**config.mk**
```make
export PLATFORM = sky130hd
export DESIGN_NAME = baccarat_bet_controller_flat
export DESIGN_NICKNAME = d
export VERILOG_FILES = /design/src/rtl/baccarat_bet_controller_if.sv /design/src/rtl/baccarat_bet_controller.sv /design/src/flat_wrapper.sv
export SDC_FILE = /design/constraint.sdc
export NUM_CORES = 1
export LEC_CHECK = 0
export ABC_AREA = 1
export ABC_CLOCK_PERIOD_IN_PS = 2550
export BUFFER_PORTS_ARGS = -buffer_cell sky130_fd_sc_hd__buf_2
export CAP_MARGIN = 20
export CORE_ASPECT_RATIO = 0.6
export CORE_MARGIN = 10
export CORE_UTILIZATION = 41
export DETAILED_ROUTE_END_ITERATION = 8
export GPL_ROUTABILITY_DRIVEN = 1
export GPL_TIMING_DRIVEN = 0
export REMOVE_ABC_BUFFERS = 1
export SLEW_MARGIN = 0
export SYNTH_ARGS = -nofsm -noshare
export SYNTH_HDL_FRONTEND = slang
export SYNTH_SLANG_ARGS = --single-unit
```
**constraint.sdc**
```tcl
create_clock -name slow_clock -period 2.55 [get_ports slow_clock]
set_input_delay 0.1275 -clock slow_clock [delete_from_list [all_inputs] [get_ports slow_clock]]
set_output_delay 0.1275 -clock slow_clock [all_outputs]
set_load 0.05 [all_outputs]
```
**src/rtl/baccarat_bet_controller_if.sv**
```systemverilog
// Bet controller signal bundle: switch/statemachine inputs and datapath outputs.
interface baccarat_bet_controller_if;
    logic       place_bet;
    logic [7:0] bet_amount;
    logic [1:0] bet_type;
    logic       round_done;
    logic       player_win;
    logic       dealer_win;
    logic [7:0] balance;
    logic [7:0] bet_latched;
    logic       betenabled;
    logic       updatebalanceenable;
    logic       bet_error;
    logic       game_over;

    // Stimulus side: drives the switches and round result, observes the bank.
    modport master (
        output place_bet, bet_amount, bet_type, round_done, player_win, dealer_win,
        input  balance, bet_latched, betenabled, updatebalanceenable, bet_error, game_over
    );

    // Controller side.
    modport slave (
        input  place_bet, bet_amount, bet_type, round_done, player_win, dealer_win,
        output balance, bet_latched, betenabled, updatebalanceenable, bet_error, game_over
    );
endinterface

```
**src/rtl/baccarat_bet_controller.sv**
```systemverilog
// Baccarat betting sequencer: validates a wager, holds it for the round,
// settles the 8-bit bank from the win lights, and latches game over at zero.
module baccarat_bet_controller #(
    parameter int INIT_BALANCE = 50,
    parameter int TIE_PAYOUT   = 8
) (
    input  logic                           slow_clock,
    input  logic                           reset,
    baccarat_bet_controller_if.slave       bus
);

    typedef enum logic [1:0] {IDLE, LOCKED, SETTLE, BROKE} state_t;

    // Outcome encoding is {player_win, dealer_win}.
    localparam logic [1:0] OUT_PUSH   = 2'b00;
    localparam logic [1:0] OUT_BANKER = 2'b01;
    localparam logic [1:0] OUT_PLAYER = 2'b10;
    localparam logic [1:0] OUT_TIE    = 2'b11;

    localparam logic [1:0] BET_PLAYER = 2'b00;
    localparam logic [1:0] BET_BANKER = 2'b01;
    localparam logic [1:0] BET_TIE    = 2'b10;
    localparam logic [1:0] BET_ILLEGAL = 2'b11;

    localparam logic [11:0] TIE_MULT = 12'(TIE_PAYOUT);

    state_t     state_reg, state_next;
    logic [7:0] balance_reg, balance_next;
    logic [7:0] bet_latched_reg, bet_latched_next;
    logic [1:0] bet_type_reg, bet_type_next;
    logic [1:0] outcome_reg, outcome_next;
    logic       betenabled_reg, betenabled_next;
    logic       update_reg, update_next;
    logic       bet_error_reg, bet_error_next;
    logic       game_over_reg, game_over_next;

    logic       bet_valid;
    logic [11:0] balance_ext, bet_ext, settle_sum;
    logic [7:0]  settled_balance;

    assign bet_valid = (bus.bet_amount != 8'd0) &&
                       (bus.bet_amount <= balance_reg) &&
                       (bus.bet_type != BET_ILLEGAL);

    assign balance_ext = {4'd0, balance_reg};
    assign bet_ext     = {4'd0, bet_latched_reg};

    // Settlement arithmetic in 12 bits; losses never underflow since bet <= balance.
    always_comb begin
        settle_sum = balance_ext;
        case (bet_type_reg)
            BET_PLAYER: begin
                if (outcome_reg == OUT_PLAYER)      settle_sum = balance_ext + bet_ext;
                else if (outcome_reg == OUT_BANKER) settle_sum = balance_ext - bet_ext;
            end
            BET_BANKER: begin
                if (outcome_reg == OUT_BANKER)      settle_sum = balance_ext + bet_ext;
                else if (outcome_reg == OUT_PLAYER) settle_sum = balance_ext - bet_ext;
            end
            BET_TIE: begin
                if (outcome_reg == OUT_TIE)         settle_sum = balance_ext + bet_ext * TIE_MULT;
                else if (outcome_reg != OUT_PUSH)   settle_sum = balance_ext - bet_ext;
            end
            default: settle_sum = balance_ext;
        endcase
        settled_balance = (settle_sum > 12'd255) ? 8'hFF : settle_sum[7:0];
    end

    // Next-state and registered-output logic for the betting round.
    always_comb begin
        state_next       = state_reg;
        balance_next     = balance_reg;
        bet_latched_next = bet_latched_reg;
        bet_type_next    = bet_type_reg;
        outcome_next     = outcome_reg;
        betenabled_next  = 1'b0;
        update_next      = 1'b0;
        bet_error_next   = 1'b0;
        game_over_next   = game_over_reg;
        case (state_reg)
            IDLE: begin
                if (bus.place_bet) begin
                    if (bet_valid) begin
                        bet_latched_next = bus.bet_amount;
                        bet_type_next    = bus.bet_type;
                        betenabled_next  = 1'b1;
                        state_next       = LOCKED;
                    end else begin
                        bet_error_next = 1'b1;
                    end
                end
            end
            LOCKED: begin
                betenabled_next = 1'b1;
                if (bus.round_done) begin
                    outcome_next = {bus.player_win, bus.dealer_win};
                    update_next  = 1'b1;
                    state_next   = SETTLE;
                end
            end
            SETTLE: begin
                balance_next = settled_balance;
                if (settled_balance == 8'd0) begin
                    game_over_next = 1'b1;
                    state_next     = BROKE;
                end else begin
                    state_next = IDLE;
                end
            end
            BROKE: begin
                game_over_next = 1'b1;
            end
            default: state_next = IDLE;
        endcase
    end

    // State and output registers; reset overrides everything, forfeiting any open bet.
    always_ff @(posedge slow_clock) begin
        if (reset) begin
            state_reg       <= IDLE;
            balance_reg     <= 8'(INIT_BALANCE);
            bet_latched_reg <= 8'd0;
            bet_type_reg    <= BET_PLAYER;
            outcome_reg     <= OUT_PUSH;
            betenabled_reg  <= 1'b0;
            update_reg      <= 1'b0;
            bet_error_reg   <= 1'b0;
            game_over_reg   <= 1'b0;
        end else begin
            state_reg       <= state_next;
            balance_reg     <= balance_next;
            bet_latched_reg <= bet_latched_next;
            bet_type_reg    <= bet_type_next;
            outcome_reg     <= outcome_next;
            betenabled_reg  <= betenabled_next;
            update_reg      <= update_next;
            bet_error_reg   <= bet_error_next;
            game_over_reg   <= game_over_next;
        end
    end

    assign bus.balance             = balance_reg;
    assign bus.bet_latched         = bet_latched_reg;
    assign bus.betenabled          = betenabled_reg;
    assign bus.updatebalanceenable = update_reg;
    assign bus.bet_error           = bet_error_reg;
    assign bus.game_over           = game_over_reg;

endmodule
```
**src/flat_wrapper.sv**
```systemverilog
// flat-port wrapper written by rule: the top's interface ports become plain ports
module baccarat_bet_controller_flat 
#(
    parameter int INIT_BALANCE = 50,
    parameter int TIE_PAYOUT   = 8
)
  (slow_clock, reset, bus_place_bet, bus_bet_amount, bus_bet_type, bus_round_done, bus_player_win, bus_dealer_win, bus_balance, bus_bet_latched, bus_betenabled, bus_updatebalanceenable, bus_bet_error, bus_game_over);
  baccarat_bet_controller_if bus_i ();
  input  logic slow_clock;
  input  logic reset;
  input wire logic [$bits(bus_i.place_bet)-1:0] bus_place_bet;
  input wire logic [$bits(bus_i.bet_amount)-1:0] bus_bet_amount;
  input wire logic [$bits(bus_i.bet_type)-1:0] bus_bet_type;
  input wire logic [$bits(bus_i.round_done)-1:0] bus_round_done;
  input wire logic [$bits(bus_i.player_win)-1:0] bus_player_win;
  input wire logic [$bits(bus_i.dealer_win)-1:0] bus_dealer_win;
  output wire logic [$bits(bus_i.balance)-1:0] bus_balance;
  output wire logic [$bits(bus_i.bet_latched)-1:0] bus_bet_latched;
  output wire logic [$bits(bus_i.betenabled)-1:0] bus_betenabled;
  output wire logic [$bits(bus_i.updatebalanceenable)-1:0] bus_updatebalanceenable;
  output wire logic [$bits(bus_i.bet_error)-1:0] bus_bet_error;
  output wire logic [$bits(bus_i.game_over)-1:0] bus_game_over;
  assign bus_i.place_bet = bus_place_bet;
  assign bus_i.bet_amount = bus_bet_amount;
  assign bus_i.bet_type = bus_bet_type;
  assign bus_i.round_done = bus_round_done;
  assign bus_i.player_win = bus_player_win;
  assign bus_i.dealer_win = bus_dealer_win;
  assign bus_balance = bus_i.balance;
  assign bus_bet_latched = bus_i.bet_latched;
  assign bus_betenabled = bus_i.betenabled;
  assign bus_updatebalanceenable = bus_i.updatebalanceenable;
  assign bus_bet_error = bus_i.bet_error;
  assign bus_game_over = bus_i.game_over;
  baccarat_bet_controller #(.INIT_BALANCE(INIT_BALANCE), .TIE_PAYOUT(TIE_PAYOUT)) u_core (.slow_clock(slow_clock), .reset(reset), .bus(bus_i));
endmodule
```
### Word level (Yosys, flattened, before mapping)

Cells that the tools add are included.

* flip-flop bits (word level): 26
* bits of input ports: 16
* output and inout bits: 20
* word-level logic and storage cells: 65

* add/subtract/negate cells: 3
* $lt $le $gt $ge: 2
* eq/ne operators: 13
* muxes and demuxes: 20
* bitwise operators: 3
* reductions and logical operators: 15

Operators by type and width (number)
* 2-to-1 mux 12 bit: 6
* case mux 12 bit (3 select lines): 1
* adder 8 x 11 -> 12 bit: 1
* > comparator 12 x 8 -> 1 bit (second input constant): 1
* equality test 2 bit (second input constant): 5
* adder 8 x 8 -> 9 bit: 1
* subtractor 8 x 8 -> 9 bit: 1
* less-or-equal comparator 8 bit: 1
* zero test 8 bit: 1
* 2-to-1 mux 2 bit: 4
* 2-to-1 mux 8 bit: 1
* nonzero test 8 bit: 1
* equality test 2 x 1 -> 1 bit (second input constant): 3
* != test 2 bit (second input constant): 3
* case mux 2 bit (3 select lines): 1
* 2-to-1 mux 1 bit: 5
* zero test 2 bit: 2
* != test 2 x 1 -> 1 bit (second input constant): 2
* case mux 1 bit (2 select lines): 2
* AND reduction 2 bit: 2
* AND reduction 4 bit: 1
* nonzero test 2 bit: 2
* inverter 1 bit: 3
* AND reduction 3 bit: 1
* other kinds (4): 5

### Longest topological paths before layout

Gate-level depths: netlist of run 1.

* word-level depth: 9
* gate-level depth with buffers: 22
* mapped depth without buffers: 21

### Worst setup path after synthesis of run 1

Ideal clock, no wire load.

* path type: flip-flop to flip-flop
* from: reg u_core.balance_reg[0], in the netlist u_core.bus.balance[0]
* to: reg u_core.state_reg[1]
* library setup time: 0.066 ns
* data arrival time: 2.614 ns
* required time: 2.484 ns
* setup slack: -0.131 ns
* stages on the path, launching flop included: 21
* buffers on the path: 0
* period minus slack after synthesis: 2.681 ns
* cell sequence: dfxtp_1 > inv_1 > ha_1 > fa_1 > inv_1 > nand2_2 > nand2_1 > nand2_2 > nand3_1 > nand2_1 > nand3_1 > nand2_1 > inv_1 > nand2_2 > nand2_4 > nand3_2 > nor2_2 > nand3_2 > nand2_1 > nand2_1 > a21oi_2

* word-level cells in the longest chain between the ends: 9
* elaborated cells on any way between the ends: 20
* those cells by class: 3 x add/sub; 2 x order compare; 1 x eq/ne; 10 x mux; 4 x reduce/logical

RTL lines
* start: declaration: RTL line baccarat_bet_controller.sv:28 `logic [7:0] balance_reg, balance_next;`
* start signal: assignment: RTL line baccarat_bet_controller.sv:121 `balance_reg <= 8'(INIT_BALANCE);`
* start signal: assignment: RTL line baccarat_bet_controller.sv:131 `balance_reg <= balance_next;`
* subtractor 8 x 8 -> 9 bit: RTL line baccarat_bet_controller.sv:54, baccarat_bet_controller.sv:58, baccarat_bet_controller.sv:62
* 2-to-1 mux 12 bit (on tied branches): RTL line baccarat_bet_controller.sv:62, baccarat_bet_controller.sv:54, baccarat_bet_controller.sv:58
* 2-to-1 mux 12 bit (on tied branches): RTL line baccarat_bet_controller.sv:61, baccarat_bet_controller.sv:53, baccarat_bet_controller.sv:57
* case mux 12 bit (3 select lines): RTL line baccarat_bet_controller.sv:51 `case (bet_type_reg)`
* > comparator 12 x 8 -> 1 bit: RTL line baccarat_bet_controller.sv:66 `settled_balance = (settle_sum > 12'd255) ? 8'hFF : settle_sum[7:0];`
* 2-to-1 mux 8 bit: RTL line baccarat_bet_controller.sv:66
* zero test 8 bit: RTL line baccarat_bet_controller.sv:103 `if (settled_balance == 8'd0) begin`
* 2-to-1 mux 2 bit: RTL line baccarat_bet_controller.sv:103
* case mux 2 bit (3 select lines): RTL line baccarat_bet_controller.sv:80 `case (state_reg)`
* end signal: assignment: RTL line baccarat_bet_controller.sv:130 `state_reg <= state_next;`
* end: declaration: RTL line baccarat_bet_controller.sv:27 `state_t state_reg, state_next;`

Several ways; a longest one is shown, not always the timed one.
A chain may end at the register's enable or synchronous reset.

### Final worst setup path of run 1

* from: reg u_core.bet_latched_reg[0], in the netlist u_core.bus.bet_latched[0]
* to: reg u_core.balance_reg[7], in the netlist u_core.bus.balance[7]

* word-level cells in the longest chain between the ends: 6
* elaborated cells on any way between the ends: 12
* those cells by class: 3 x add/sub; 1 x order compare; 8 x mux

RTL lines
* start: declaration: RTL line baccarat_bet_controller.sv:29 `logic [7:0] bet_latched_reg, bet_latched_next;`
* start signal: assignment: RTL line baccarat_bet_controller.sv:132 `bet_latched_reg <= bet_latched_next;`
* subtractor 8 x 8 -> 9 bit: RTL line baccarat_bet_controller.sv:54, baccarat_bet_controller.sv:58, baccarat_bet_controller.sv:62
* 2-to-1 mux 12 bit (on tied branches): RTL line baccarat_bet_controller.sv:62, baccarat_bet_controller.sv:54, baccarat_bet_controller.sv:58
* 2-to-1 mux 12 bit (on tied branches): RTL line baccarat_bet_controller.sv:61, baccarat_bet_controller.sv:53, baccarat_bet_controller.sv:57
* case mux 12 bit (3 select lines) (*): RTL line baccarat_bet_controller.sv:51
* > comparator 12 x 8 -> 1 bit: RTL line baccarat_bet_controller.sv:66
* 2-to-1 mux 8 bit (*): RTL line baccarat_bet_controller.sv:66

Every way passes the cells marked *; elsewhere a longest branch is shown, timed or not.

==> results of run 1 <==
[layout by cell type (no fill, tap or decap), types with 9 or more instances in the layout]
cell type / instances
nand3_1: 49
nor2_1: 20
nand2_1: 95
ha_1: 24
buf_2: 35
buf_4: 9
a21oi_1: 40
ha_4: 10
inv_1: 57
o21ai_0: 26
nand4_1: 9
nand2_2: 12
dfxtp_1: 12
[repair_timing]
| action | in CTS | in global routing |
|---|---|---|
| setup buffers | 4 | 6 |
| gates resized for setup | 24 | 66 |
| gates cloned | 0 | 1 |
| endpoints found under the setup margin | 15 | 15 |
| pin swaps | 0 | 17 |
[metrics by stage]
step / cell area (um2) / total power (uW) / hold slack, ps / TNS, ps / utilization [%]
detailed placement: 3080 / 3020 / 388 / -3210 / 46.0
floorplan: 2800 / 2400 / 197 / -261 / -
global route: 3600 / 4410 / 163 / -119 / 53.7
global placement: 3080 / 3000 / 387 / -3530 / 46.0
finish: 3600 / 4070 / 128 / 0 / 53.7
CTS: 3300 / 3620 / 126 / 0 / 49.2
[worst min-delay path by stage]
stage                                       end  slack, ps  depth (start not counted)
after floorplan           u_core.bus.betenabled        200                          1
after global placement     u_core.bus.bet_error        390                          3
after detailed placement   u_core.bus.bet_error        390                          3
after CTS                  u_core.bus.bet_error        130                          3
after global routing       u_core.bus.bet_error        160                          3
final                      u_core.bus.bet_error        130                          3
[worst min-delay path, stage by stage]
cell	delay (ps)
buf_2	130
nand2_1	70
nor2_1	30
[layer usage]
metal | track usage, % | vias to the layer above | wire (um)
li1 | - | 1592 | -
met1 | 29.3 | 1531 | 5370
met2 | 23.8 | 147 | 3840
met3 | 4.14 | 7 | 983
met4 | 2.37 | 0 | 44
met5 | 0 | - | 0
[kinds of logic (layout without fill, tap and decap cells)]
group,Yosys count,count (layout),synth area share [%]
simple gates,214,215,33.9
compound gates,93,93,18.6
buf+inv,77,117,10.5
fa+ha+maj,37,37,17.1
flops,26,26,18.3
xor+xnor,5,5,1.54
[where the power goes]
part / internal, uW / switching (uW) / total (uW)
Sequential: 534 / 179 / 713
Combinational: 974 / 1900 / 2880
Clock: 313 / 162 / 475
Total: 1820 / 2250 / 4070
[cell type report]
cell class | count | share of cell area, %
well taps | 87 | 3.02
multi-input cells | 350 | 64.4
inverters | 68 | 7.26
flip-flops and latches | 26 | 15.4
clock buffers | 3 | 2.08
clock inverters | 1 | 0.834
repair buffers | 45 | 7.05
[cells in the mapped netlist (all sizes together) (5+ instances only)]
| master | instances |
|---|---|
| nand2 | 112 |
| nand4 | 9 |
| o211ai | 5 |
| nand3 | 58 |
| a21oi | 45 |
| clkbuf | 5 |
| ha | 34 |
| dfxtp | 26 |
| nor2 | 26 |
| inv | 67 |
| o21ai | 29 |
==> reports/qor.txt, run 1 <==
Leak: 0.00169 uW
Yosys top cell by area: dfxtp_1
post-synthesis to final-layout area growth: 26.8%
first-pass GRT wire length: 16100 um
Reg-to-Reg Start: u_core.bus.bet_latched[0]
P per Cell Area: 1130 nW/um2
wire length per cell: 17.6 um
Post-Synthesis Cells: 452
Slowest-stage cell, CP: dfxtp_4
area of the multi-input gates: 2320 um2
Die Footprint: 10800 um2
initial core utilization: 42.4%
area share of the largest cell type after synthesis: 18.3%
GRT Total Usage: 18.3%
# hold bufs at CTS: 0
fill count: 695
worst-margin pin slew: 652 ps
ant diodes: 0
via count: 3277
dpl ws: -357 ps
flip-flop and latch area: 553 um2
number of max-cap violations: 0
antenna violations before repair: 0
Clock Skew: 4.82 ps
sequential-to-total area share from yosys stat: 18.3%
critical path depth in cells: 20
Cell Chain, Critical Path: ha_4 -> inv_1 -> fa_2 -> inv_2 -> nand3_1 -> nand2_1 -> nand2_1 -> nand2_1 -> nand2_1 -> nand3_1 -> nand2_2 -> nand2_2 -> nand2_2 -> nand2_4 -> buf_4 -> nand2_4 -> buf_4 -> nand3_1 -> o211ai_1 -> inv_1
Max Root-Sink Buffers: 2
crit path DAT: 2690 ps
flop2flop setup slack: 70 ps
dominant cells by area after synthesis: dfxtp_1 (18%), ha_1 (15%), nand2_1 (14%)
row cnt: 23
layout cell share with drive strength beyond 1: 26.0%
core area: 6710 um2
largest net degree at the start of global routing: 22
Root Buffer: clkbuf_16
unrepaired setup endpoints after global routing: true
Setup crit end kind: register
mapped cell area: 2840 um2
critical path launch point: u_core.bus.bet_latched[0]
Die X: 127 um
fmax: 403 MHz
dpl hpwl: 8010 um
peak supply drop: 0.430 mV
Critical Path RT: 2760 ps
Vias/cell: 5.65
CTS Buf Count: 3
# setup viols final: 0
total wire length: 10200 um
FFs w/ async S/R, synth: 0%
Final WS setup: 66.8 ps
Cell Count, Final, Fillers Out: 580
CTS tree: built
Crit path top cell by count: nand2_1
Avg Inst Size Synth: 6.29 um2
Remaining Overflow, GRT: 0
Hold Startpoint: bus_place_bet
Critical path buffers and inverters: 5
1st-iter DRT viols: 328
R2R depth: 20
Worst-Skew Late Latency: 270 ps
IO Count: 36
number of synthesized flops with an enable pin: 0
max incr delay on CP: 430 ps
flops & latches, synth: 26
Final Max Slew Viols: 0
Top delay family on crit path: simple AND/OR/NAND/NOR gates
H-tree levels: 1
period utilization: 97.4%
crit path time final: 2480 ps
Worst Setup EP: u_core.bus.balance[7]
drt pass-1 iters: 6
clock-pin slew on the worst setup and hold paths: 70 ps
Antenna Nets Post-Route: 0
crit path max fanout: 5
final hold violations: 0
DRC Markers: 0
critical path type: register to register
worst r2r dst: u_core.bus.balance[7]
outcome: complete, no violations
vias in the first global route: 2999
Final #Nets: 547
I/O Buffers: 35
Critical Path Start Type: register
Worst Hold Class: primary input to register
Synth cell types: 37
Synth Flop Type: dfxtp_1
Ys Warns: 0
global placer's final weighted congestion: 0.948
Placed Cells incl. Taps: 565
die height: 84.5 um
clk sink count: 26
worst relative slew slack: 56.4%
No activity file was read; power rests on OpenSTA's default activity.
==> run 2: changes to the inputs <==
Settings changed: ABC_AREA 1 to unset, CORE_MARGIN 10 to unset.
==> run 2 against run 1 <==
- the run now ends with negative setup slack left
- wire length is 4.2% lower
- power is 64% lower
- utilization is 2.9 points lower
- synthesized area is 8.9% higher
- combinational power is 79% lower
- non-clock buffer count is 2 higher
- synthesized cell count is 11% lower
- first-iteration DRC count is 7.3% higher
- critical path depth is 6 lower
- sequential power is 32% lower
- cell count is 7.4% lower
- largest power group unchanged
- fmax is 25% lower
==> reports/qor.txt, run 2 <==
outcome: finished with violations
failing checks: negative setup slack
clock-pin slew on the worst setup and hold paths: 70 ps
initial core utilization: 42.4%
Avg Inst Size Synth: 7.72 um2
top cells by count, synth: nor2_1 (44), ha_1 (34), inv_1 (32), nand2_1 (29), a21oi_1 (27)
Switch Pwr: 567 uW
layout cell share with drive strength beyond 1: 28.4%
largest family of logic cells by synthesized area: compound AO/OA/AOI/OAI gates
dpl hpwl: 7440 um
Non-Filler Cell Area, Final: 3710 um2
# setup viols final: 13
Max Root-Sink Buffers: 2
Remaining Overflow, GRT: 0
dominant cells by area after synthesis: dfxtp_1 (17%), ha_1 (14%), nor2_1 (5.3%)
H-tree levels: 1
GR peak layer: met1
ant diodes: 0
Slowest-stage cell, CP: or4_4
Vias/cell: 5.89
final hold violations: 0
Post-Place Cell Area: 3270 um2
clock share of power: 26.2%
critical path type: register to register
Critical Path RT: 2730 ps
Synth cell types: 72
die height: 69.3 um
Setup crit end kind: register
P_int: 906 uW
clk sink count: 26
crit path max fanout: 6
Yosys top cell by area: dfxtp_1
unrepaired setup endpoints after global routing: true
Worst-Skew Late Latency: 260 ps
P per Cell Area: 398 nW/um2
Compound-Gate Fraction of Synth Area: 26.7%
Global Route met1 Usage: 43.0%
core area: 7300 um2
number of synthesized flops with an enable pin: 0
Sw Ratio: 38.5%
Comb power frac: 40.8%
fmax: 300 MHz
GRT Total Usage: 25.1%
Leak: 0.00152 uW
total wire length: 9810 um
Final WS setup: -779 ps
worst-margin pin slew: 801 ps
proportion of synthesized area in mux cells: 5.98%
Final #Nets: 487
CTS tree: built
Cell Chain, Critical Path: inv_4 -> ha_4 -> fa_2 -> and2b_4 -> o221a_4 -> o311ai_4 -> nand2b_4 -> a31oi_4 -> buf_4 -> nand2_2 -> o22ai_2 -> a22oi_2 -> or4_4 -> a311oi_2
dpl ws: -1290 ps
FFs w/ async S/R, synth: 0%
commonest non-fill, non-tap cell in the layout: nor2_1
Die X: 114 um
crit path DAT: 3510 ps
Synth Flop Type: dfxtp_1
CTS Buf Count: 3
I/O Buffers: 35
Post-Synth XOR/XNOR Area: 3.40%
via count: 3163
flops & latches, synth: 26
# hold bufs at CTS: 0
Root Buffer: clkbuf_16
Clock Skew: 3.05 ps
1st-iter DRT viols: 352
IO Count: 36
number of max-cap violations: 0
Ys Warns: 0
Die Footprint: 7910 um2
Synth Area in Adders: 15.7%
global placer's final weighted congestion: 0.937
period utilization: 131%
Post-Synth Simple-Gate Area: 23.3%
Worst Hold Class: primary input to register
GR Util met2: 32.2%
Antenna Nets Post-Route: 0
crit path time final: 3330 ps
most frequent cells in the layout: nor2_1 (44), buf_2 (35), inv_1 (30), ha_1 (28), nand2_1 (26)
vias in the first global route: 2731
Post-Synthesis Cells: 401
area share of the largest cell type after synthesis: 16.8%
post-synthesis to final-layout area growth: 19.7%
worst relative slew slack: 46.6%
peak supply drop: 0.277 mV
met3 global-route usage: 4.72%
sequential-to-total area share from yosys stat: 16.8%
fill count: 692
DRC Markers: 0
first-pass GRT wire length: 15400 um
wire length per cell: 18.3 um
Critical Path Start Type: register
Sequential Power Share: 33.0%
antenna violations before repair: 0
drt pass-1 iters: 5
largest net degree at the start of global routing: 29
row cnt: 24
mapped cell area: 3100 um2
Final Max Slew Viols: 0
max incr delay on CP: 590 ps
top-count cell post-synth: nor2_1
-- run 2: changes by cell type after synthesis, sizes merged, moves of 15 or more --
cell,delta
a21oi,-18
inv,-35
mux2i,+15
nand2,-83
nand3,-48
nor2,+18
-- run 2: critical path: cells and delay by family, from the launching register on --
| kind | cells | cell delay, ps |
|---|---|---|
| adders and majority gates | 2 | 500 |
| buffers and inverters | 2 | 210 |
| DFF | 1 | 370 |
| and+or+nand+nor | 4 | 1090 |
| AOI/OAI and AO/OA | 6 | 1070 |
-- run 2: logic make-up after synthesis --
| logic type | count (synthesis) |
|---|---|
| buffers and inverters | 52 |
| and+or+nand+nor | 143 |
| xor gates and xnor gates | 12 |
| DFF | 26 |
| adders and majority gates | 37 |
| AOI/OAI and AO/OA | 114 |
| muxes | 17 |
-- run 2: through the flow --
step	hold slack [ps]	power, uW	utilization, %	setup TNS [ps]	instances
6_report	115	1470	50.8	-3030	537
5_1_grt	119	1550	50.8	-5080	537
4_1_cts	102	1440	49.3	-2880	531
3_5_place_dp	375	1010	44.8	-11830	520
3_3_place_gp	372	999	44.8	-10740	520
2_1_floorplan	195	861	-	-9970	381
-- run 2: path summary, 6_finish.rpt --
check,from,end,slack (ps),cells past startpoint
worst min-delay path,bus_player_win,u_core.outcome_reg[1],120,3
worst min register to register,u_core.bus.game_over,u_core.bus.game_over,550,2
worst max register to register,u_core.bus.balance[0],u_core.state_reg[0],-780,14
worst max-delay path,u_core.bus.balance[0],u_core.state_reg[0],-780,14
-- run 2: power by group through the flow --
stage	clock (uW)	sequential [uW]	combinational [uW]
after detailed placement	0	494	513
final	386	487	601
after global placement	0	493	505
after global routing	411	491	647
after floorplan	0	527	334
after CTS	395	485	564
-- run 2: metal layers --
layer	up-vias	routed length (um)	part of all wire (%)
li1	1521	-	-
met1	1499	5170	53
met2	137	3710	38
met3	6	859	8.8
met4	0	56	0.57
met5	-	0	0
-- run 2: final cells by class --
cell class	instances	area [um2]	area share [%]
sequential	26	551	14.9
timing repair buffer	47	278	7.49
inverter	32	123	3.31
multi-input combinational	324	2540	68.4
tap	104	130	3.51
clock buffer	4	88.8	2.40
-- run 2: what timing repair did --
item | CTS | global route
gates resized for setup | 51 | 19
pin swaps | 13 | 6
buffers inserted | 6 | 6
gates cloned | 1 | 0
endpoints found under the setup margin | 22 | 22
